[src/rtl/filtered_tx_pkg.sv]
// Shared types and defaults for the filtered_tx SPI slave transmitter.
// Optional build macro used by the top level: FILTERED_TX_DROP_CNT_EN.
`timescale 1ns/1ps
package filtered_tx_pkg;

    localparam int DEFAULT_DATA_W      = 16;
    localparam int DEFAULT_FIFO_DEPTH  = 4;
    localparam int DEFAULT_SYNC_STAGES = 2;

    typedef enum logic [1:0] {
        IDLE  = 2'd0,
        SHIFT = 2'd1,
        DONE  = 2'd2
    } state_e;

    // Saturating 8-bit increment used by the dropped-sample counter.
    function automatic logic [7:0] sat_inc8(input logic [7:0] v);
        return (v == 8'hFF) ? v : (v + 8'd1);
    endfunction

endpackage

[src/rtl/filtered_tx_sample_fifo.sv]
// sample_fifo: power-of-two circular buffer holding filtered samples
// waiting to be shifted out. Pointers wrap naturally on their bit width.
`timescale 1ns/1ps
module sample_fifo #(
    parameter int DATA_W = 16,
    parameter int DEPTH  = 4
) (
    input  logic                     clk,
    input  logic                     reset_n,
    input  logic                     push,
    input  logic [DATA_W-1:0]        push_data,
    input  logic                     pop,
    output logic [DATA_W-1:0]        pop_data,
    output logic                     full,
    output logic                     empty,
    output logic [$clog2(DEPTH):0]   level
);

    localparam int AW = $clog2(DEPTH);
    localparam int CW = AW + 1;

    logic [DATA_W-1:0] mem_q [DEPTH];
    logic [AW-1:0]     wr_ptr_q, wr_ptr_d;
    logic [AW-1:0]     rd_ptr_q, rd_ptr_d;
    logic [CW-1:0]     count_q, count_d;
    logic              do_push_s, do_pop_s;

    assign full     = (count_q == CW'(DEPTH));
    assign empty    = (count_q == CW'(0));
    assign level    = count_q;
    assign pop_data = mem_q[rd_ptr_q];

    // Next-state for pointers and occupancy; push+pop together keeps the count.
    always_comb begin
        do_push_s = push & ~full;
        do_pop_s  = pop & ~empty;
        wr_ptr_d  = wr_ptr_q;
        rd_ptr_d  = rd_ptr_q;
        count_d   = count_q;
        if (do_push_s) begin
            wr_ptr_d = wr_ptr_q + AW'(1);
        end else begin
            wr_ptr_d = wr_ptr_q;
        end
        if (do_pop_s) begin
            rd_ptr_d = rd_ptr_q + AW'(1);
        end else begin
            rd_ptr_d = rd_ptr_q;
        end
        case ({do_push_s, do_pop_s})
            2'b10:   count_d = count_q + CW'(1);
            2'b01:   count_d = count_q - CW'(1);
            default: count_d = count_q;
        endcase
    end

    // Pointer and occupancy registers.
    always_ff @(posedge clk or negedge reset_n) begin
        if (!reset_n) begin
            wr_ptr_q <= '0;
            rd_ptr_q <= '0;
            count_q  <= '0;
        end else begin
            wr_ptr_q <= wr_ptr_d;
            rd_ptr_q <= rd_ptr_d;
            count_q  <= count_d;
        end
    end

    // Sample storage; contents are don't-care until written.
    always_ff @(posedge clk) begin
        if (do_push_s) begin
            mem_q[wr_ptr_q] <= push_data;
        end
    end

endmodule

[src/rtl/filtered_tx.sv]
// filtered_tx: buffers filtered samples and shifts them out MSB first as an
// SPI mode-0 slave. SCK and CS are synchronised into clk before use.
// Optional macro FILTERED_TX_DROP_CNT_EN adds the saturating drop_cnt port.
`timescale 1ns/1ps
module filtered_tx
    import filtered_tx_pkg::*;
#(
    parameter int DATA_W      = DEFAULT_DATA_W,
    parameter int FIFO_DEPTH  = DEFAULT_FIFO_DEPTH,
    parameter int SYNC_STAGES = DEFAULT_SYNC_STAGES
) (
    input  logic                          clk,
    input  logic                          reset_n,
    input  logic [DATA_W-1:0]             din,
    input  logic                          din_valid,
    output logic                          din_ready,
    input  logic                          spi_sck,
    input  logic                          spi_cs_n,
    output logic                          spi_miso,
    output logic [$clog2(FIFO_DEPTH):0]   fifo_level,
    output logic                          overflow,
    output logic                          frame_done
`ifdef FILTERED_TX_DROP_CNT_EN
    ,
    output logic [7:0]                    drop_cnt
`endif
);

    localparam int CNT_W = $clog2(DATA_W + 1);

    logic [SYNC_STAGES-1:0] sck_sync_q, sck_sync_d;
    logic [SYNC_STAGES-1:0] cs_sync_q, cs_sync_d;
    logic                   sck_prev_q, cs_prev_q;
    logic                   sck_s, cs_s;
    logic                   sck_rise_s, sck_fall_s, cs_rise_s, cs_fall_s;

    state_e                 state_q, state_d;
    logic [DATA_W-1:0]      shift_q, shift_d;
    logic [CNT_W-1:0]       cnt_q, cnt_d;
    logic                   underrun_q, underrun_d;
    logic                   miso_q, miso_d;
    logic                   frame_done_q, frame_done_d;
    logic                   overflow_q, overflow_d;

    logic                   push_s, pop_s;
    logic                   fifo_full_s, fifo_empty_s;
    logic [DATA_W-1:0]      fifo_head_s;

    sample_fifo #(
        .DATA_W (DATA_W),
        .DEPTH  (FIFO_DEPTH)
    ) u_fifo (
        .clk       (clk),
        .reset_n   (reset_n),
        .push      (push_s),
        .push_data (din),
        .pop       (pop_s),
        .pop_data  (fifo_head_s),
        .full      (fifo_full_s),
        .empty     (fifo_empty_s),
        .level     (fifo_level)
    );

    assign sck_sync_d = {sck_sync_q[SYNC_STAGES-2:0], spi_sck};
    assign cs_sync_d  = {cs_sync_q[SYNC_STAGES-2:0], spi_cs_n};
    assign sck_s      = sck_sync_q[SYNC_STAGES-1];
    assign cs_s       = cs_sync_q[SYNC_STAGES-1];
    assign sck_rise_s = sck_s & ~sck_prev_q;
    assign sck_fall_s = ~sck_s & sck_prev_q;
    assign cs_rise_s  = cs_s & ~cs_prev_q;
    assign cs_fall_s  = ~cs_s & cs_prev_q;

    // Ready depends only on registered occupancy; a full FIFO drops the sample.
    assign din_ready  = ~fifo_full_s;
    assign push_s     = din_valid & ~fifo_full_s;
    assign overflow_d = overflow_q | (din_valid & fifo_full_s);

    assign spi_miso   = miso_q;
    assign frame_done = frame_done_q;
    assign overflow   = overflow_q;

    // Synchronizer chains plus previous-value taps for edge detection.
    always_ff @(posedge clk or negedge reset_n) begin
        if (!reset_n) begin
            sck_sync_q <= '0;
            cs_sync_q  <= '0;
            sck_prev_q <= 1'b0;
            cs_prev_q  <= 1'b0;
        end else begin
            sck_sync_q <= sck_sync_d;
            cs_sync_q  <= cs_sync_d;
            sck_prev_q <= sck_s;
            cs_prev_q  <= cs_s;
        end
    end

    // Frame FSM next state: load on CS fall, shift on SCK fall, count on SCK rise.
    always_comb begin
        state_d      = state_q;
        shift_d      = shift_q;
        cnt_d        = cnt_q;
        underrun_d   = underrun_q;
        pop_s        = 1'b0;
        frame_done_d = 1'b0;
        case (state_q)
            IDLE: begin
                shift_d = '0;
                cnt_d   = '0;
                if (cs_fall_s) begin
                    state_d    = SHIFT;
                    underrun_d = fifo_empty_s;
                    shift_d    = fifo_empty_s ? '0 : fifo_head_s;
                end else begin
                    state_d    = IDLE;
                end
            end
            SHIFT: begin
                if (cs_rise_s) begin
                    // Aborted frame: the word stays in the FIFO for a retry.
                    state_d = IDLE;
                end else if (sck_fall_s) begin
                    shift_d = {shift_q[DATA_W-2:0], 1'b0};
                end else if (sck_rise_s) begin
                    cnt_d = cnt_q + CNT_W'(1);
                    if (cnt_q == CNT_W'(DATA_W - 1)) begin
                        state_d = DONE;
                    end else begin
                        state_d = SHIFT;
                    end
                end else begin
                    state_d = SHIFT;
                end
            end
            DONE: begin
                if (cs_rise_s) begin
                    pop_s        = ~underrun_q;
                    frame_done_d = 1'b1;
                    state_d      = IDLE;
                end else begin
                    state_d      = DONE;
                end
            end
            default: begin
                state_d = IDLE;
            end
        endcase
        // MISO tracks the next shift MSB, forced low while synchronised CS is high.
        if (cs_sync_d[SYNC_STAGES-1]) begin
            miso_d = 1'b0;
        end else begin
            miso_d = shift_d[DATA_W-1];
        end
    end

    // Frame FSM and output registers.
    always_ff @(posedge clk or negedge reset_n) begin
        if (!reset_n) begin
            state_q      <= IDLE;
            shift_q      <= '0;
            cnt_q        <= '0;
            underrun_q   <= 1'b0;
            miso_q       <= 1'b0;
            frame_done_q <= 1'b0;
            overflow_q   <= 1'b0;
        end else begin
            state_q      <= state_d;
            shift_q      <= shift_d;
            cnt_q        <= cnt_d;
            underrun_q   <= underrun_d;
            miso_q       <= miso_d;
            frame_done_q <= frame_done_d;
            overflow_q   <= overflow_d;
        end
    end

`ifdef FILTERED_TX_DROP_CNT_EN
    logic [7:0] drop_cnt_q, drop_cnt_d;

    assign drop_cnt_d = (din_valid & fifo_full_s) ? sat_inc8(drop_cnt_q) : drop_cnt_q;
    assign drop_cnt   = drop_cnt_q;

    // Saturating count of samples dropped on a full FIFO.
    always_ff @(posedge clk or negedge reset_n) begin
        if (!reset_n) begin
            drop_cnt_q <= 8'd0;
        end else begin
            drop_cnt_q <= drop_cnt_d;
        end
    end
`endif

endmodule

[config.mk]
export PLATFORM = sky130hd
export DESIGN_NAME = filtered_tx
export DESIGN_NICKNAME = d
export VERILOG_FILES = /design/src/rtl/filtered_tx_pkg.sv /design/src/rtl/filtered_tx_sample_fifo.sv /design/src/rtl/filtered_tx.sv
export SDC_FILE = /design/constraint.sdc
export NUM_CORES = 1
export LEC_CHECK = 0
export BUFFER_PORTS_ARGS = -buffer_cell sky130_fd_sc_hd__buf_2
export CAP_MARGIN = 5
export CORE_MARGIN = 1.5
export CORE_UTILIZATION = 28
export DETAILED_ROUTE_END_ITERATION = 12
export GPL_TIMING_DRIVEN = 0
export PLACE_DENSITY = 0.42
export SETUP_SLACK_MARGIN = 0.2
export SYNTH_ARGS = -nofsm -noshare
export SYNTH_HDL_FRONTEND = slang
export SYNTH_HIERARCHICAL = 1
export SYNTH_SLANG_ARGS = --single-unit
[constraint.sdc]
create_clock -name clk -period 2.55 [get_ports clk]
set_input_delay 0 -clock clk [delete_from_list [all_inputs] [get_ports clk]]
set_output_delay 0 -clock clk [all_outputs]
set_load 0.1 [all_outputs]
# After elaboration in Yosys (flattened, before gate mapping)
# Memories as Yosys holds them, arrays and structs flattened.
# Cells that the tools add are included.
[classes]
n_bitwise = 16
reduce_logical = 7
muxes = 24
add_sub_neg = 5
n_eq_ne = 11
[op_table]
columns = ["op", "count"]
rows = [
  ["2-to-1 mux 16 bit", 4],
  ["case mux 16 bit (2 select lines)", 1],
  ["2-to-1 mux 5 bit", 3],
  ["2-to-1 mux 2 bit", 5],
  ["case mux 5 bit (2 select lines)", 1],
  ["AND 1 bit", 8],
  ["2-to-1 mux 1 bit", 8],
  ["!= test 2 bit, second input constant", 4],
  ["NOT 1 bit", 7],
  ["case mux 2 bit (3 select lines)", 1],
  ["case mux 3 bit (2 select lines)", 1],
  ["adder 5 x 1 -> 5 bit, second input constant", 1],
  ["== test 5 x 4 -> 1 bit, second input constant", 1],
  ["adder 2 x 1 -> 2 bit, second input constant", 2],
  ["== test 2 x 1 -> 1 bit, second input constant", 2],
  ["== test 2 bit, second input constant", 2],
  ["AND reduction 4 bit", 1],
  ["nonzero test 2 bit", 2],
  ["adder 3 x 1 -> 3 bit, second input constant", 1],
  ["== test 3 bit, second input constant", 1],
  ["logical NOT 3 bit", 1],
  ["!= test 3 bit, second input constant", 1],
  ["AND reduction 3 bit", 1],
  ["subtractor 3 x 1 -> 3 bit, second input constant", 1],
  ["3 further kinds", 3],
]
[totals]
memories = 1
ram_bits = 64
elab_cells = 79
in_bits = 21
out_inout_bits = 7
reg_bits = 40
[mem_list]
columns = ["memory", "depth", "width", "read_ports", "rd_clocked_by_memory_dff", "wr", "line_no", "source"]
rows = [
  ["u_fifo.mem_q", 4, 16, 1, 0, 1, "filtered_tx_sample_fifo.sv:22", "logic [DATA_W-1:0] mem_q [DEPTH];"],
]

# Logic depth before layout (Yosys ltp)
[depth]
ltp_word = 7
mapped_depth = 10
ltp_nobuf = 10

# By module
# The synthesis kept the hierarchy.
[by_module_without_submodules]
columns = ["module", "seq_area_each_um2", "cells_per_inst", "area_per_inst_um2", "instances"]
rows = [
  ["sample_fifo", 2097.0, 122, 2773.9, 1],
  ["filtered_tx", 825.8, 122, 1511.4, 1],
]

# Least setup slack after synthesis
# No wires, ideal clock.
[synth_path]
path_kind = "reg2reg"
start = "register u_fifo.count_q[2] (netlist: u_fifo/level[2])"
end = "register u_fifo.count_q[2] (netlist: u_fifo/level[2])"
path_stages_with_launch = 11
setup_ps = 163
arrival_ps = 2561
required_ps = 2387
slack_ps = -174
n_path_buf = 0
synth_period_minus_slack_ps = 2724
cell_sequence = "dfrtp_1 > nor3b_2 > nor2b_1 > nor2b_2 > inv_1 > ha_1 > inv_1 > fa_1 > xor2_1 > nor2_1 > xor2_1"
[synth_via]
elab_chain_cells = 6
word_cells_on_any_way = 13
classes_between = "2 x add/sub; 3 x eq/ne; 1 x mux; 5 x bitwise; 2 x reduce/logical"
[synth_lines]
columns = ["element", "line_no", "source"]
rows = [
  ["start: declaration", "filtered_tx_sample_fifo.sv:25", "logic [CW-1:0] count_q, count_d;"],
  ["start signal: assignment", "filtered_tx_sample_fifo.sv:66", "count_q <= count_d;"],
  ["== test 3 bit *", "filtered_tx_sample_fifo.sv:28", "assign full = (count_q == CW'(DEPTH));"],
  ["via fifo_full_s", "filtered_tx.sv:46", "logic fifo_full_s, fifo_empty_s;"],
  ["NOT 1 bit *", "filtered_tx.sv:75", "assign push_s = din_valid & ~fifo_full_s;"],
  ["AND 1 bit *", "filtered_tx.sv:75", ""],
  ["via push_s", "filtered_tx.sv:45", "logic push_s, pop_s;"],
  ["AND 1 bit *", "filtered_tx_sample_fifo.sv:35", "do_push_s = push & ~full;"],
  ["== test 2 x 1 -> 1 bit / == test 2 bit (equally long branches)", "filtered_tx_sample_fifo.sv:50", "case ({do_push_s, do_pop_s})"],
  ["case mux 3 bit (2 select lines) / nonzero test 2 bit (equally long branches)", "-", ""],
]
# The timed path passes the listed nets; every way through them passes the cells marked *.
# A chain may end at the register's enable or synchronous reset.

# Worst setup path after layout
[layout_path]
start = "register state_q[0]"
end = "register u_fifo.count_q[2] (netlist: u_fifo/level[2])"
[layout_via]
elab_chain_cells = 5
word_cells_on_any_way = 7
classes_between = "3 x eq/ne; 2 x mux; 1 x bitwise; 1 x reduce/logical"
[layout_lines]
columns = ["element", "line_no", "source"]
rows = [
  ["start: declaration", "filtered_tx.sv:37", "state_e state_q, state_d;"],
  ["start signal: assignment", "filtered_tx.sv:166", "state_q <= state_d;"],
  ["== test 2 bit *", "filtered_tx.sv:105", "case (state_q)"],
  ["2-to-1 mux 1 bit *", "filtered_tx.sv:105", ""],
  ["via pop_s", "filtered_tx.sv:45", ""],
  ["AND 1 bit *", "filtered_tx_sample_fifo.sv:36", "do_pop_s = pop & ~empty;"],
  ["via u_fifo.do_pop_s", "filtered_tx_sample_fifo.sv:26", "logic do_push_s, do_pop_s;"],
  ["== test 2 x 1 -> 1 bit / == test 2 bit (equally long branches)", "filtered_tx_sample_fifo.sv:50", ""],
  ["case mux 3 bit (2 select lines) / nonzero test 2 bit (equally long branches)", "-", ""],
]
# Marks and branches as above.

==> reports/metrics.cfg <==
[run_status]
status = finished, final reports clean

[routing]
first_iter_violations = 104
routedWlPerCell_um = 16.5
avgViaCountPerCell = 4.56
first_pass_iters = 4
routed_wl_mm = 8.18
drc = 0
final_antenna_net_count = 0
vias = 2262

[yosys]
synth.area.mux_share_pct = 9.90
synth_seq_cells = 104
syn_area_per_cell_sq_um = 17.6
async_reset_ff_share_pct = 38.5
synth_fp_nets = 273
syn_area_sq_mm = 0.00429
synth_area_leaders = edfxtp_1 (45%), dfrtp_1 (23%), mux4_1 (4.9%)
yosysTopAreaCell = edfxtp_1
synth_cells = 244
synth_ff_type = edfxtp_1
synth_top_area_share_pct = 44.8
synth-xor-area-share_pct = 1.23
synth_top_family_by_area = multiplexers
yosys.cell_types.count = 46
yosysMostFrequentCell = edfxtp_1
synth_fa_ha_area_share_pct = 2.51
synth_seq_area_share_pct = 68.2
synth_edf_count = 64
yosys_warnings = 6
synthSimpleGateAreaFrac_pct = 6.48
synth_compound_area_share_pct = 8.38
synth.top_cells.by_count = edfxtp_1 (64), dfrtp_1 (40), a21o_1 (16)

[global_routing]
antenna_found_initial = 0
grt_overflow = 0
grt_pass1_vias = 2344
track_usage_pct = 11.1
grt_max_degree = 41
grt_pass1_wl_mm = 13.1

[power_and_ir_drop]
power.density_mw_per_mm2 = 872
p_leak_nw = 2.09
peakVddDrop_uv = 412

[setup_path]
end_kind = register
slowest_delay_ps = 470
critical_path_class = register to register
critPathTopFamily = adder cells
start_kind = register
cp_cell_sequence = buf_6 -> nand2b_1 -> nor3_1 -> o31a_1 -> ha_1 -> inv_1 -> fa_1 -> xor2_1 -> nor2_1 -> xor2_1
path_max_fanout = 10
required_ps = 2810
worst_path_max_delay_cell = dfrtp_2
crit_buf_inv = 2
crit_top_cell = xor2_1
arrival_ps = 2500

[clock_tree]
cts_tree = yes
clock-sinks = 104
path_clk_slew_ps = 70
clk_latency_ps = 340
numCtsBuffers = 9
root_buffer = clkbuf_16
clockBufferDepth = 2
htreeDepth = 3

[sta]
relSlewSlack_pct = 36.6
hold_ws_ps = 296
grt_setup_unrepaired = no
finalHoldViolations = 0
fin_tns_setup_ps = 0
tightest_slew_ps = 951
finalClockSkew_ps = 5.75
drv_slew = 0
period_needed_ps = 2240
fmax_mhz = 447
setup_viol = 0
post-route-period-util_pct = 87.7

[die]
start_util_pct = 28.4
io_pins = 28
dieArea_sq_mm = 0.0161
fp.dieH_um = 127
fp.dieW_um = 127
rows = 45
core_region_area_sq_mm = 0.0151

[placement]
place_area_sq_mm = 0.00466
port_buffers = 27
gp_congestion = 0.682
placed_cells = 459
hpwl_mm = 5.00

[cells_and_area]
fillers = 1472
utilization_pct = 34.3
layout-drive-gt1-share_pct = 26.3
area_delta_synth_final_pct = 20.7
final_area_sq_mm = 0.00517
final_net_count = 332
final_cells = 496
diodes = 0

[worst_hold_path]
hp-class = input pin to register

[flow_run]
max-cap-violations = 0

-- report_power, final --
group / total [mW] / internal, mW / switching [mW] / leakage (nW)
logic: 0.889 / 0.269 / 0.620 / 0.853
clock network: 1.37 / 0.767 / 0.603 / 0.142
registers: 2.25 / 2.12 / 0.125 / 1.10
total: 4.51 / 3.16 / 1.35 / 2.09
-- flip-flops by register name, summed over array words and instances, names as in the netlist, 2 cells and up --
signal           count
u_fifo/mem_q        64
shift_q             16
cnt_q                5
u_fifo/level         3
cs_sync_q            2
sck_sync_q           2
state_q              2
u_fifo/rd_ptr_q      2
u_fifo/wr_ptr_q      2
-- cell usage in the layout (no fill, tap or decap), types with 8 or more instances in the layout --
| cell type | count |
|---|---|
| a21o_1 | 16 |
| a22o_1 | 15 |
| buf_2 | 30 |
| clkbuf_16 | 9 |
| dfrtp_1 | 36 |
| dlygate4sd3_1 | 20 |
| edfxtp_1 | 64 |
| inv_1 | 9 |
| mux4_1 | 8 |
| mux4_2 | 8 |
-- path summary, 6_finish.rpt --
path | end | slack, ps | cells after the start | startpoint
worst max register to register | u_fifo/level[2]$_DFFE_PN0P_ | 310 | 10 | state_q[0]$_DFFE_PN0P_
worst min register to register | sck_sync_q[1]$_DFF_PN0_ | 360 | 0 | sck_sync_q[0]$_DFF_PN0_
worst min-delay path | sck_sync_q[0]$_DFF_PN0_ | 300 | 2 | spi_sck
max in group asynchronous | u_fifo/level[2]$_DFFE_PN0P_ | 1510 | 2 | reset_n
worst max-delay path | u_fifo/level[2]$_DFFE_PN0P_ | 310 | 10 | state_q[0]$_DFFE_PN0P_
min in group asynchronous | overflow$_DFF_PN0_ | 340 | 2 | reset_n
-- metrics by stage --
stage	worst slack, ps	power (mW)
4_1_cts	273	4.59
3_5_place_dp	132	3.17
6_report	313	4.51
3_3_place_gp	167	3.15
5_1_grt	207	4.74
2_1_floorplan	239	2.90
-- area by class of cell --
cell class / instances / area (sq um) / share of cell area [%]
repair buffers: 48 / 343 / 6.63
clock buffers: 10 / 229 / 4.43
clock inverters: 6 / 66.3 / 1.28
well taps: 188 / 235 / 4.55
flip-flops and latches: 104 / 2930 / 56.7
multi-input cells: 120 / 1230 / 23.7
plain buffers: 11 / 108 / 2.08
inverters: 9 / 33.8 / 0.653
-- cell families after synthesis --
group	count (synthesis)
compound gates	46
xor+xnor	6
fa+ha+maj	8
buf+inv	20
flops	104
mux	19
simple gates	41
-- timing repair --
action,CTS,global route
buffers inserted,1,0
hold buffers,20,0
endpoints found under the hold margin,107,0
endpoints found under the setup margin,65,1
gates resized for setup,4,1
-- layer usage --
| layer | up-vias | wire [um] | global-route usage (%) |
|---|---|---|---|
| li1 | 1067 | - | - |
| met1 | 1151 | 3830 | 14.1 |
| met2 | 37 | 4000 | 18.3 |
| met3 | 7 | 264 | 3.80 |
| met4 | 0 | 82 | 3.01 |
| met5 | - | 0 | 0 |
(Power assumes the default switching activity.)
